--- src/rtl/hazard_scoreboard.sv ---
// Hazard detection unit for the 5-stage RISC-V pipeline: load-use and branch-operand stalls,
// a per-register scoreboard for long-latency writes with a WAW guard, a cause code and a stall counter.
module hazard_scoreboard #(
   parameter int NREG           = 32,
   parameter int AW             = 5,
   parameter bit ZERO_HARDWIRED = 1'b1,
   parameter int CNT_W          = 16
) (
   input  logic             clk,
   input  logic             rst,
   input  logic             id_valid,
   input  logic [AW-1:0]    id_rs1,
   input  logic [AW-1:0]    id_rs2,
   input  logic             id_use_rs1,
   input  logic             id_use_rs2,
   input  logic [AW-1:0]    id_rd,
   input  logic             id_wr_en,
   input  logic             id_long,
   input  logic             id_is_branch,
   input  logic             flush,
   input  logic             ex_memread,
   input  logic             ex_regwrite,
   input  logic [AW-1:0]    ex_rd,
   input  logic             mem_memread,
   input  logic [AW-1:0]    mem_rd,
   input  logic             wb_long_valid,
   input  logic [AW-1:0]    wb_long_rd,
   output logic             stall,
   output logic [1:0]       hazard_cause,
   output logic [NREG-1:0]  busy_vec,
   output logic [CNT_W-1:0] stall_cnt
);

   localparam int NIDX = 1 << AW;

   typedef enum logic [1:0] {
      CAUSE_NONE       = 2'd0,
      CAUSE_LOAD_USE   = 2'd1,
      CAUSE_BRANCH     = 2'd2,
      CAUSE_SCOREBOARD = 2'd3
   } cause_e;

   function automatic logic is_zero_reg(input logic [AW-1:0] r);
      return ZERO_HARDWIRED && (r == '0);
   endfunction

   logic [NREG-1:0]  busy_q;
   logic [NREG-1:0]  done_dec;
   logic [NREG-1:0]  issue_dec;
   logic [NREG-1:0]  eff_busy;
   logic [NIDX-1:0]  eff_busy_ext;
   logic [CNT_W-1:0] cnt_q;

   logic   rs1_live, rs2_live, rd_live;
   logic   ex_hit, mem_hit;
   logic   sb_hit, load_use, branch_hz;
   logic   active, issue;
   cause_e cause;

   // ------------------------------------------------------------------
   // Source/destination qualification: x0 never participates when hardwired.
   // ------------------------------------------------------------------
   assign rs1_live = id_use_rs1 && !is_zero_reg(id_rs1);
   assign rs2_live = id_use_rs2 && !is_zero_reg(id_rs2);
   assign rd_live  = id_wr_en   && !is_zero_reg(id_rd);

   assign ex_hit  = (rs1_live && (id_rs1 == ex_rd))  || (rs2_live && (id_rs2 == ex_rd));
   assign mem_hit = (rs1_live && (id_rs1 == mem_rd)) || (rs2_live && (id_rs2 == mem_rd));

   // ------------------------------------------------------------------
   // Scoreboard decode. A completing write counts as already done because
   // the register file is write-first.
   // ------------------------------------------------------------------
   always_comb begin
      // NOTE: every always_comb output gets a default first so no path leaves it unassigned (no latch).
      done_dec     = '0;
      issue_dec    = '0;
      eff_busy_ext = '0;
      for (int i = 0; i < NREG; i++) begin
         done_dec[i]  = wb_long_valid && (wb_long_rd == AW'(i));
         issue_dec[i] = issue && (id_rd == AW'(i));
      end
      eff_busy                   = busy_q & ~done_dec;
      eff_busy_ext[NREG-1:0]     = eff_busy;
   end

   assign sb_hit = (rs1_live && eff_busy_ext[id_rs1]) ||
                   (rs2_live && eff_busy_ext[id_rs2]) ||
                   (rd_live  && eff_busy_ext[id_rd]);

   assign load_use  = ex_memread && ex_hit;
   assign branch_hz = id_is_branch && ((ex_regwrite && ex_hit) || (mem_memread && mem_hit));

   assign active = id_valid && !rst && !flush;

   // Priority: scoreboard/WAW, then load-use, then branch operand.
   always_comb begin
      stall = 1'b0;
      cause = CAUSE_NONE;
      if (active) begin
         if (sb_hit) begin
            stall = 1'b1;
            cause = CAUSE_SCOREBOARD;
         end else if (load_use) begin
            stall = 1'b1;
            cause = CAUSE_LOAD_USE;
         end else if (branch_hz) begin
            stall = 1'b1;
            cause = CAUSE_BRANCH;
         end
      end
   end

   assign hazard_cause = cause;

   assign issue = id_valid && !stall && !flush && id_long && rd_live;

   // ------------------------------------------------------------------
   // Scoreboard state: set beats clear on the same register; flush leaves
   // in-flight entries alone since those ops still complete.
   // ------------------------------------------------------------------
   always_ff @(posedge clk) begin
      // NOTE: sequential state uses non-blocking assignments so every flop samples pre-edge values.
      if (rst) begin
         busy_q <= '0;
      end else begin
         busy_q <= (busy_q & ~done_dec) | issue_dec;
      end
   end

   assign busy_vec = busy_q;

   // Saturating count of stalled cycles.
   always_ff @(posedge clk) begin
      if (rst) begin
         cnt_q <= '0;
      end else if (stall && (cnt_q != {CNT_W{1'b1}})) begin
         cnt_q <= cnt_q + CNT_W'(1);
      end
   end

   assign stall_cnt = cnt_q;

endmodule
--- config.mk ---
export PLATFORM = sky130hd
export DESIGN_NAME = hazard_scoreboard
export DESIGN_NICKNAME = d
export VERILOG_FILES = /design/src/rtl/hazard_scoreboard.sv
export SDC_FILE = /design/constraint.sdc
export NUM_CORES = 1
export LEC_CHECK = 0
export BUFFER_PORTS_ARGS = -buffer_cell sky130_fd_sc_hd__buf_2
export CAP_MARGIN = 20
export CORE_MARGIN = 10
export CORE_UTILIZATION = 58
export DETAILED_ROUTE_END_ITERATION = 10
export HOLD_SLACK_MARGIN = 0.1
export PLACE_DENSITY = 0.91
export SYNTH_ARGS = -nofsm -noshare
export SYNTH_HDL_FRONTEND = slang
export SYNTH_SLANG_ARGS = --single-unit
--- constraint.sdc ---
create_clock -name clk -period 7.59 [get_ports clk]
set_input_delay 1.518 -clock clk [delete_from_list [all_inputs] [get_ports clk]]
set_output_delay 1.518 -clock clk [all_outputs]
set_load 0.03 [all_outputs]
==> impl_results.md, run 1 <==
* WP buf/inv at 2
* Power, Total at 581.2 uW
* HPWL after DPL at 10320 um
* Root Buffer Master: clkbuf_8
* Reg2Reg Setup Slack at around 3.7 ns
* Setup TNS at 0 ns
* Slew of the pin with the lowest slew margin at 0.8968 ns
* Via Count at 4260
* DR pass1 iterations at 8
* Initial antenna violation count at 0
* # IOs at 94
* R2r startpoint: busy_vec[3]$_SDFF_PP0_
* Distinct cell type count after synthesis at slightly above 70
* Crit path max fanout at 27
* Max transition margin at around 40%
* Final setup vio count at 0
* Vias in the first global route at 3872
* Crit start category: input port
* CP max-delay cell: nor2_2
* N_diodes at 0
* Pre-CTS setup slack at 1.522 ns
* WS Path Type: in2out
* Num rows at 28
* Dominant synthesized flop cell: dfxtp_1
* Max_cap viols at 0
* Routability Congestion at around 1
* Later-pin clock latency in the skew report at between 0.3 and 0.4 ns
* DR vias/cell at 7.245
* Reg-to-reg endpoint: busy_vec[11]$_SDFF_PP0_
* Final core occ at 69.83%
* Fraction of registers with async set/reset at 0%
* Layout Area Growth over Synthesis at 15.17%
* Die Y at 99.37 um
* GRT Total Usage at 25.93%
* Hold WC Path Type: reg2reg
* Min-Delay Endpoint: stall_cnt[15]$_SDFFE_PP0P_
* Hold path cells at 2
* Fin. Hold Viols at 0
* Sink Count at 48
* Largest net degree at the start of global routing at 47
* Worst setup margin at 1.376 ns
* Nets at about 560
* Max Freq at 160.9 MHz
* Routed WL per cell at 23.46 um
* Final WL at 13790 um
* Crit-path cells: buf_2, or2_1, o21ai_0, mux2i_1, o32ai_1, a2111o_1, nand4_2, nor2_2, nor2_1, buf_2
* Tmin final at 6.214 ns
* P per Cell Area at 138.1 nW/um^2
* Leakage at about 1.6 nW
* CTS tree: done
* Share of layout cells above drive strength 1 at 26.32%
* Port Buffers at 93
* Crit path max-delay family: simple AND/OR/NAND/NOR gates
* Gates resized, CTS repair at 0
* Max stage delay on crit path at 0.75 ns
* Global-route wire length before repair at 21000 um
* Reg2reg path depth at 9
* Worst Clk Skew at 0.01381 ns
* Period utilization at 81.87%
* Total setup buffers inserted after CTS at 0
* CP Data Arrival Time at roughly 4.7 ns
* Hold Path Origin: stall_cnt[15]$_SDFFE_PP0P_
* Seq cells post-synth at between 40 and 50
* Synth warn at 0
* Die X-Extent at 99.37 um
* Initial Util at around three fifths
* Status: finished clean
* Crit-path most repeated cell: buf_2
* # DRC at 0
* Critical Path End Type: primary output
* Total CTS buffers at 5
* Grt total ovfl at 0
* CTS Hold Bufs at 0
* Cells after Synth at approximately 450
* Core Area at 6026 sq um
* RSZ-0062 raised after global routing: false
* Max VDD drop at ~0.091 mV
* CP required at about 6.1 ns
* Depth of the CTS H-tree at 2
* Initial DRC Count at 599
* Die ar. at about 10000 sq um
* Fillers at 501
* Synth Cell Area at roughly 3700 sq um
* Worst-path clk slew at ~0.09 ns
* Post-synthesis sequential area ratio at a little over a quarter
* Deepest clock path buffer count at 2
* Syn nets at 489
* Syn_area_per_cell at 8.210 sq um
* Fin. max-slew vios at 0
* Antenna Nets Post-Route at 0
* EDFF count, synth at 0
[routing by layer]
metal | global-route usage, % | routed length [um]
met3 | 7.474 | 1922
met5 | 0 | 0
met1 | 34.45 | 5528
met2 | 39.23 | 6017
met4 | 8.600 | 324
[layout by cell type, fill, tap and decap left out, types with 3 or more instances in the layout]
cell type and n:
a21oi_1 16, and2_1 4, and3_1 5, buf_2 93, clkbuf_8 5, dfxtp_1 48, inv_1 5, mux2_2 3
mux2i_1 12, mux4_2 6, nand2_1 39, nand2b_1 6, nand3_1 19, nand3b_1 3, nand4_1 9, nand4b_1 3
nand4bb_1 3, nor2_1 21, nor2b_1 9, nor3_1 3, nor3b_1 3, nor4_1 8, o2111ai_1 5, o211a_1 4
o211ai_1 7, o21ai_0 31, o21ai_1 10, o221ai_1 3, o22ai_1 19, o22ai_2 10, o311ai_0 3, o31a_1 3
o31ai_1 7, o41ai_1 3, or3_1 4, or4_1 12, xnor2_1 12, xor2_1 11
[registers in the layout, summed over array words and instances, names as in the netlist]
name	cells
stall_cnt	16
busy_vec	32
[cells by family (layout without fill, tap and decap cells)]
logic type	Yosys count	count (layout)	synth area share [%]
DFF	48	48	26.30
and+or+nand+nor	163	163	25.21
xor gates and xnor gates	23	23	5.514
buffers and inverters	40	108	4.691
AOI/OAI and AO/OA	148	148	29.32
muxes	22	22	8.630
adders and majority gates	1	1	0.3424
[worst max-delay path by stage]
stage | from | end | slack, ns | cells past startpoint
2_1_floorplan | wb_long_rd[0] | stall | 2.20 | 10
3_3_place_gp | wb_long_rd[1] | stall | 1.55 | 10
3_5_place_dp | wb_long_rd[1] | stall | 1.52 | 10
4_1_cts | wb_long_rd[1] | stall | 1.52 | 10
5_1_grt | wb_long_rd[2] | stall | 1.25 | 10
6_report | wb_long_rd[1] | stall | 1.38 | 10
[tightest hold or removal path: cells and delay by family, from the launching register on]
kind / cells / cell delay (ns)
flops: 1 / 0.35
compound gates: 2 / 0.13
[where the power goes]
part           switching [mW]  leakage, nW  total, mW  internal, mW
clock                  0.0899       0.0642      0.220         0.130
sequential           0.000835        0.387      0.253         0.252
combinational          0.0733         1.14      0.108        0.0350
total                   0.164         1.59      0.581         0.417
[synthesized netlist by cell type (6+ instances only)]
cell type	number	area share, %
dfxtp_1	48	26
nand2_1	39	4.0
o21ai_0	32	4.4
nor2_1	21	2.2
nand3_1	19	2.6
o22ai_1	19	3.3
clkbuf_1	18	1.8
a21oi_1	16	2.2
mux2i_1	12	3.3
or4_1	12	2.5
xnor2_1	12	2.9
buf_2	11	1.5
xor2_1	11	2.6
o22ai_2	10	3.4
nand4_1	9	1.5
nor2b_1	9	1.5
o21ai_1	9	1.2
nor4_1	8	1.4
o211ai_1	7	1.4
o31ai_1	7	1.4
mux4_2	6	3.7
nand2b_1	6	1.0
[through the flow]
step	cell area, sq um	hold WS [ns]	cells
2_1_floorplan	3654	0.6033	445
3_3_place_gp	4071	0.4820	580
3_5_place_dp	4071	0.4949	580
4_1_cts	4200	0.5122	587
5_1_grt	4208	0.5548	588
6_report	4208	0.5125	588
[final cells by class]
type / instances / area (sq um) / area share (%)
Clock inverter: 2 / 60.06 / 1.427
Tap cell: 75 / 93.84 / 2.230
Timing Repair Buffer: 95 / 480.5 / 11.42
Inverter: 6 / 22.52 / 0.5352
Sequential cell: 48 / 960.9 / 22.84
Clock buffer: 5 / 68.82 / 1.635
Multi-Input combinational cell: 357 / 2521 / 59.92
Note: power is estimated with default switching activity, not from simulation.
==> inputs of run 2 (changes only) <==
CORE_UTILIZATION = 49   (was 58)
PLACE_DENSITY = 0.83   (was 0.91)
clock period = 5.06 ns   (was 7.59 ns; I/O delays follow)
==> impl_results.md, run 2 (synthesized netlist as in run 1, its figures left out) <==
* Status: finished clean
* Port Buffers at 93 (unchanged)
* Depth of the CTS H-tree at 2 (unchanged)
* WS Path Type: in2out
* Switch Pwr at 252.8 uW (+54%)
* Share of layout cells above drive strength 1 at 28.27% (+2.0 points)
* Crit-path cells: buf_2, nand2b_1, o21ai_0, mux4_2, a2111o_1, nand4_2, nor3b_1, nor2_1, buf_2
* Worst-path clk slew at 0.10 ns (about the same)
* Gates resized, CTS repair at 0 (unchanged)
* Crit-path most repeated cell: buf_2
* Later-pin clock latency in the skew report at 0.31 ns (about the same)
* Crit start category: input port
* Layout Area Growth over Synthesis at 17.81%
* Hold WC Path Type: reg2reg
* Vias in the first global route at 4016 (+3.7%)
* Final setup vio count at 0 (unchanged)
* Initial Util at 50.37% (-10 points)
* CP max-delay cell: mux4_2
* Core Area at 7253 sq um (+20%)
* Deepest clock path buffer count at 2 (unchanged)
* Die Y at 106.4 um (+7.0%)
* Routed WL per cell at 21.76 um (-7.3%)
* Total CTS buffers at 5 (unchanged)
* Non-Filler Instances at 626 (+6.5%)
* CP required at 4.05 ns (-2.02 ns)
* GRT Total Usage at 23.00% (-2.9 points)
* Worst Clk Skew at 0.01463 ns (+0.0008205 ns)
* Slew of the pin with the lowest slew margin at 0.8479 ns (-0.04889 ns)
* Sw Share at 31.65% (+3.4 points)
* HPWL after DPL at 10490 um (+1.6%)
* Max_cap viols at 0 (unchanged)
* Final WL at 13620 um (-1.3%)
* Fillers at 664 (+33%)
* Sink Count at 48 (unchanged)
* CTS Hold Bufs at 0 (unchanged)
* Period utilization at 92.34%
* Grt total ovfl at 0 (unchanged)
* Global-route wire length before repair at 21400 um (+1.9%)
* Largest net degree at the start of global routing at 47 (unchanged)
* Nets at 570 (+2.3%)
* Final core occ at 59.34% (-10 points)
* CP Data Arrival Time at 3.66 ns (-1.04 ns)
* Via Count at 4190 (-1.6%)
* DP Cell Count at 618 (+6.6%)
* CTS tree: done
* Initial DRC Count at 507 (-15%)
* RSZ-0062 raised after global routing: false
* Total setup buffers inserted after CTS at 0 (unchanged)
* # IOs at 94 (unchanged)
* N_diodes at 0 (unchanged)
* Die ar. at 11310 sq um (+15%)
* Setup TNS at 0 ns (unchanged)
* Max VDD drop at 0.1679 mV (+85%)
* DR pass1 iterations at 5 (-3)
* # DRC at 0 (unchanged)
* Num rows at 31 (+11%)
* Commonest non-fill, non-tap cells in the layout: 93 x buf_2, 48 x dfxtp_1, 39 x nand2_1
* Leakage at 1.628 nW (+2.3%)
* Max transition margin at 43.09% (+2.9 points)
* P_int at 546.0 uW (+31%)
* Tmin final at 4.672 ns
* Fin. Hold Viols at 0 (unchanged)
* Commonest non-fill, non-tap cell in the layout: buf_2
* P per Cell Area at 185.6 nW/um^2 (+34%)
* Critical Path End Type: primary output
* Seq pwr share at 47.5% (+3.9 points)
* Fin. max-slew vios at 0 (unchanged)
* Reg2Reg Setup Slack at 1.96 ns (-1.73 ns)
* Die X-Extent at 106.4 um (+7.0%)
* DR vias/cell at 6.693 (-7.6%)
* Routability Congestion at 0.9392 (-4.3%)
* Crit path max fanout at 13 (-52%)
* Logic pwr share at 20.7% (+2.1 points)
* Antenna Nets Post-Route at 0 (unchanged)
* Initial antenna violation count at 0 (unchanged)
* Clock power share at 31.8% (-6.0 points)
* Max Freq at roughly 210 MHz
* Root Buffer Master: clkbuf_8
* Max stage delay on crit path at 0.55 ns (-0.20 ns)
* Max reg flops at 32 (unchanged)
-- run 2: changes by cell type in the layout (fill, tap and decap cells not counted), sizes merged --
cell	change
buf	+13
bufinv	-2
clkbuf	+1
clkinvlp	+2
-- run 2: layer usage --
metal | global-route usage [%] | wire length, um | vias to the layer above
li1 | - | - | 1902
met1 | 29.35 | 5384 | 1966
met2 | 36.00 | 6201 | 277
met3 | 6.401 | 1601 | 45
met4 | 8.801 | 432 | 0
met5 | 0 | 0 | -
-- run 2: layout make-up --
class                           count  area [sq um]  share of cell area [%]
Inverter                            6         22.52                  0.5233
Multi-Input combinational cell    357          2521                   58.58
Sequential cell                    48         960.9                   22.33
Clock buffer                        6         82.58                   1.919
Timing Repair Buffer              108         578.1                   13.43
Clock inverter                      2         15.01                  0.3488
Tap cell                           99         123.9                   2.878
-- run 2: metrics by stage --
stage          power, mW  setup slack [ns]  hold slack, ns  cell area, sq um
2_1_floorplan     0.4961            0.6813          0.6033              3654
3_3_place_gp      0.5472            0.5213          0.4747              4207
3_5_place_dp      0.5500            0.4720          0.4890              4207
4_1_cts           0.7962            0.4659          0.5140              4304
5_1_grt           0.8267            0.2627          0.5561              4304
6_report          0.7988            0.3877          0.5111              4304
-- run 2: power groups by stage --
stage	registers (mW)	logic [mW]	clock network [mW]
6_report	0.380	0.165	0.254
2_1_floorplan	0.391	0.105	0
3_3_place_gp	0.389	0.159	0
4_1_cts	0.380	0.162	0.254
5_1_grt	0.380	0.178	0.269
3_5_place_dp	0.389	0.161	0
-- run 2: critical path: cells and delay by family --
kind | cells | cell delay [ns]
and+or+nand+nor | 4 | 0.90
muxes | 1 | 0.55
AOI/OAI and AO/OA | 2 | 0.82
buffers and inverters | 2 | 0.38
-- run 2: path summary, 6_finish.rpt --
kind / start / end / cells past startpoint
max reg2reg: busy_vec[3]$_SDFF_PP0_ / busy_vec[27]$_SDFF_PP0_ / 8
min reg2reg: stall_cnt[15]$_SDFFE_PP0P_ / stall_cnt[15]$_SDFFE_PP0P_ / 2
max: wb_long_rd[0] / hazard_cause[0] / 9
min: stall_cnt[15]$_SDFFE_PP0P_ / stall_cnt[15]$_SDFFE_PP0P_ / 2
==> inputs of run 3 (changes only) <==
BUFFER_PORTS_ARGS = default   (was -buffer_cell sky130_fd_sc_hd__buf_2)
CORE_UTILIZATION = 58   (was 49)
DONT_BUFFER_PORTS = 1   (was default)
PLACE_DENSITY = 0.81   (was 0.83)
==> impl_results.md, run 3 (synthesized netlist as in run 1, its figures left out) <==
* Period utilization at 88.37% (-4.0 points)
* Fin. max-slew vios at 0 (unchanged)
* CP max-delay cell: mux4_2
* Gates resized, CTS repair at 0 (unchanged)
* Critical Path End Type: primary output
* Final setup vio count at 0 (unchanged)
* Commonest non-fill, non-tap cells in the layout: 48 x dfxtp_1, 39 x nand2_1, 31 x o21ai_0
* Die ar. at 9873 sq um (-13%)
* Max transition margin at 39.06% (-4.0 points)
* Crit start category: input port
* CP required at 4.05 ns (about the same)
* Initial antenna violation count at 0 (unchanged)
* Die Y at 99.37 um (-6.6%)
* Worst Clk Skew at 0.004596 ns (-0.01004 ns)
* Final WL at 13290 um (-2.4%)
* Port Buffers at 0 (-100%)
* GRT Total Usage at 25.67% (+2.7 points)
* Crit path max fanout at 13 (unchanged)
* Hold WC Path Type: reg2reg
* Tmin final at 4.471 ns (-0.2010 ns)
* WS Path Type: in2out
* Sequential Area at 960.9 sq um (unchanged)
* Leakage at 1.144 nW (-30%)
* Min-Delay Endpoint: stall_cnt[5]$_SDFFE_PP0P_
* Reg-to-reg endpoint: busy_vec[11]$_SDFF_PP0_
* CTS Hold Bufs at 0 (unchanged)
* Worst setup margin at 0.5887 ns (+0.2010 ns)
* Hold path cells at 2 (unchanged)
* Total CTS buffers at 5 (unchanged)
* Die X-Extent at 99.37 um (-6.6%)
* WP buf/inv at 0 (-2)
* Status: finished clean
* Global-route wire length before repair at 20380 um (-4.8%)
* Nets at 467 (-18%)
* Hold Path Origin: stall_cnt[5]$_SDFFE_PP0P_
* Fillers at 550 (-17%)
* HPWL after DPL at 9900 um (-5.7%)
* Routed WL per cell at 26.57 um (+22%)
* Total setup buffers inserted after CTS at 0 (unchanged)
* Reg2reg path depth at 10 (+2)
* Vias in the first global route at 3522 (-12%)
* CP Data Arrival Time at 3.46 ns (-0.20 ns)
* Slew of the pin with the lowest slew margin at 0.9141 ns (+0.06623 ns)
* Share of layout cells above drive strength 1 at 10.85% (-17 points)
* Crit-path cells: nand2b_1, o21ai_0, mux4_2, a2111o_1, nand4_2, nor2_2, nor2_1
* Commonest non-fill, non-tap cell in the layout: dfxtp_1
* Sink Count at 48 (unchanged)
* Initial Util at 60.63% (+10 points)
* Root Buffer Master: clkbuf_8
* RSZ-0062 raised after global routing: false
* Max reg flops at 32 (unchanged)
* Depth of the CTS H-tree at 2 (unchanged)
* Layout Area Growth over Synthesis at 2.637%
* Initial DRC Count at 649 (+28%)
* Area of the multi-input gates at 2521 sq um (unchanged)
* # IOs at 94 (unchanged)
* CTS tree: done
* Max stage delay on crit path at 0.53 ns (-0.02 ns)
* Num rows at 28 (-9.7%)
* Later-pin clock latency in the skew report at 0.31 ns (about the same)
* DR vias/cell at 7.726 (+15%)
* Deepest clock path buffer count at 2 (unchanged)
* Fin. Hold Viols at 0 (unchanged)
* Antenna Nets Post-Route at 0 (unchanged)
* DR pass1 iterations at 6 (+1)
* Grt total ovfl at 0 (unchanged)
* Via Count at 3863 (-7.8%)
* Largest net degree at the start of global routing at 47 (unchanged)
* # DRC at 0 (unchanged)
* Worst-path clk slew at 0.10 ns (about the same)
* Reg2Reg Setup Slack at 1.69 ns (-0.27 ns)
* Core Area at 6026 sq um (-17%)
* Max Freq at 223.6 MHz (+4.5%)
* P per Cell Area at 209.1 nW/um^2 (+13%)
* Max VDD drop at 0.1506 mV (-10%)
* Setup TNS at 0 ns (unchanged)
* Crit path max-delay family: simple AND/OR/NAND/NOR gates
* Routability Congestion at 1.067 (+14%)
* R2r startpoint: busy_vec[3]$_SDFF_PP0_
* Max_cap viols at 0 (unchanged)
* Pre-CTS setup slack at 0.6667 ns (+0.1947 ns)
## run 3: worst max-delay path by stage
stage | cells past startpoint | to | from
floorplan | 10 | stall | wb_long_rd[0]
global placement | 7 | hazard_cause[0] | wb_long_rd[0]
detailed placement | 7 | hazard_cause[0] | wb_long_rd[0]
CTS | 7 | hazard_cause[0] | wb_long_rd[0]
global route | 8 | stall | wb_long_rd[0]
finish | 7 | stall | wb_long_rd[0]
## run 3: metal layers
layer	global-route usage (%)	routed length, um	vias to the layer above
met1	34.47	5112	1791
li1	-	-	1700
met5	0	0	-
met3	10.17	2346	51
met2	36.32	5387	321
met4	8.490	440	0
## run 3: per-stage QoR
| step | util, % | hold slack, ns | cell area [sq um] | total power [mW] | instances |
|---|---|---|---|---|---|
| final | 62.23 | 0.6559 | 3750 | 0.7840 | 500 |
| after CTS | 62.19 | 0.6642 | 3747 | 0.7790 | 499 |
| after detailed placement | 60.34 | 0.6507 | 3636 | 0.4969 | 491 |
| after floorplan | - | 0.6033 | 3654 | 0.4961 | 445 |
| after global placement | 60.34 | 0.6300 | 3636 | 0.4953 | 491 |
| after global routing | 62.19 | 0.6792 | 3747 | 0.8080 | 499 |
## run 3: power by group
part           switching, mW  internal (mW)
Clock                  0.146          0.147
Combinational         0.0655         0.0435
Sequential           0.00378          0.379
## run 3: final cells by class
cell class / count / share of cell area [%]
multi-input combinational: 357 / 67.23
clock inverter: 3 / 1.134
antenna: 1 / 0.06673
clock buffer: 5 / 1.835
inverter: 6 / 0.6006
tap: 75 / 2.503
sequential: 48 / 25.63
timing repair buffer: 5 / 1.001
## run 3: worst reg2reg max path, stage by stage, from the launching register on
cell       delay [ns]
dfxtp_1          0.45
mux4_2           0.51
o31ai_1          0.14
o221ai_1         0.21
o2111ai_1        0.24
a31o_2           0.14
nand4_2          0.16
nor2_2           0.17
buf_4            0.27
nand4_1          0.40
o32ai_1          0.54
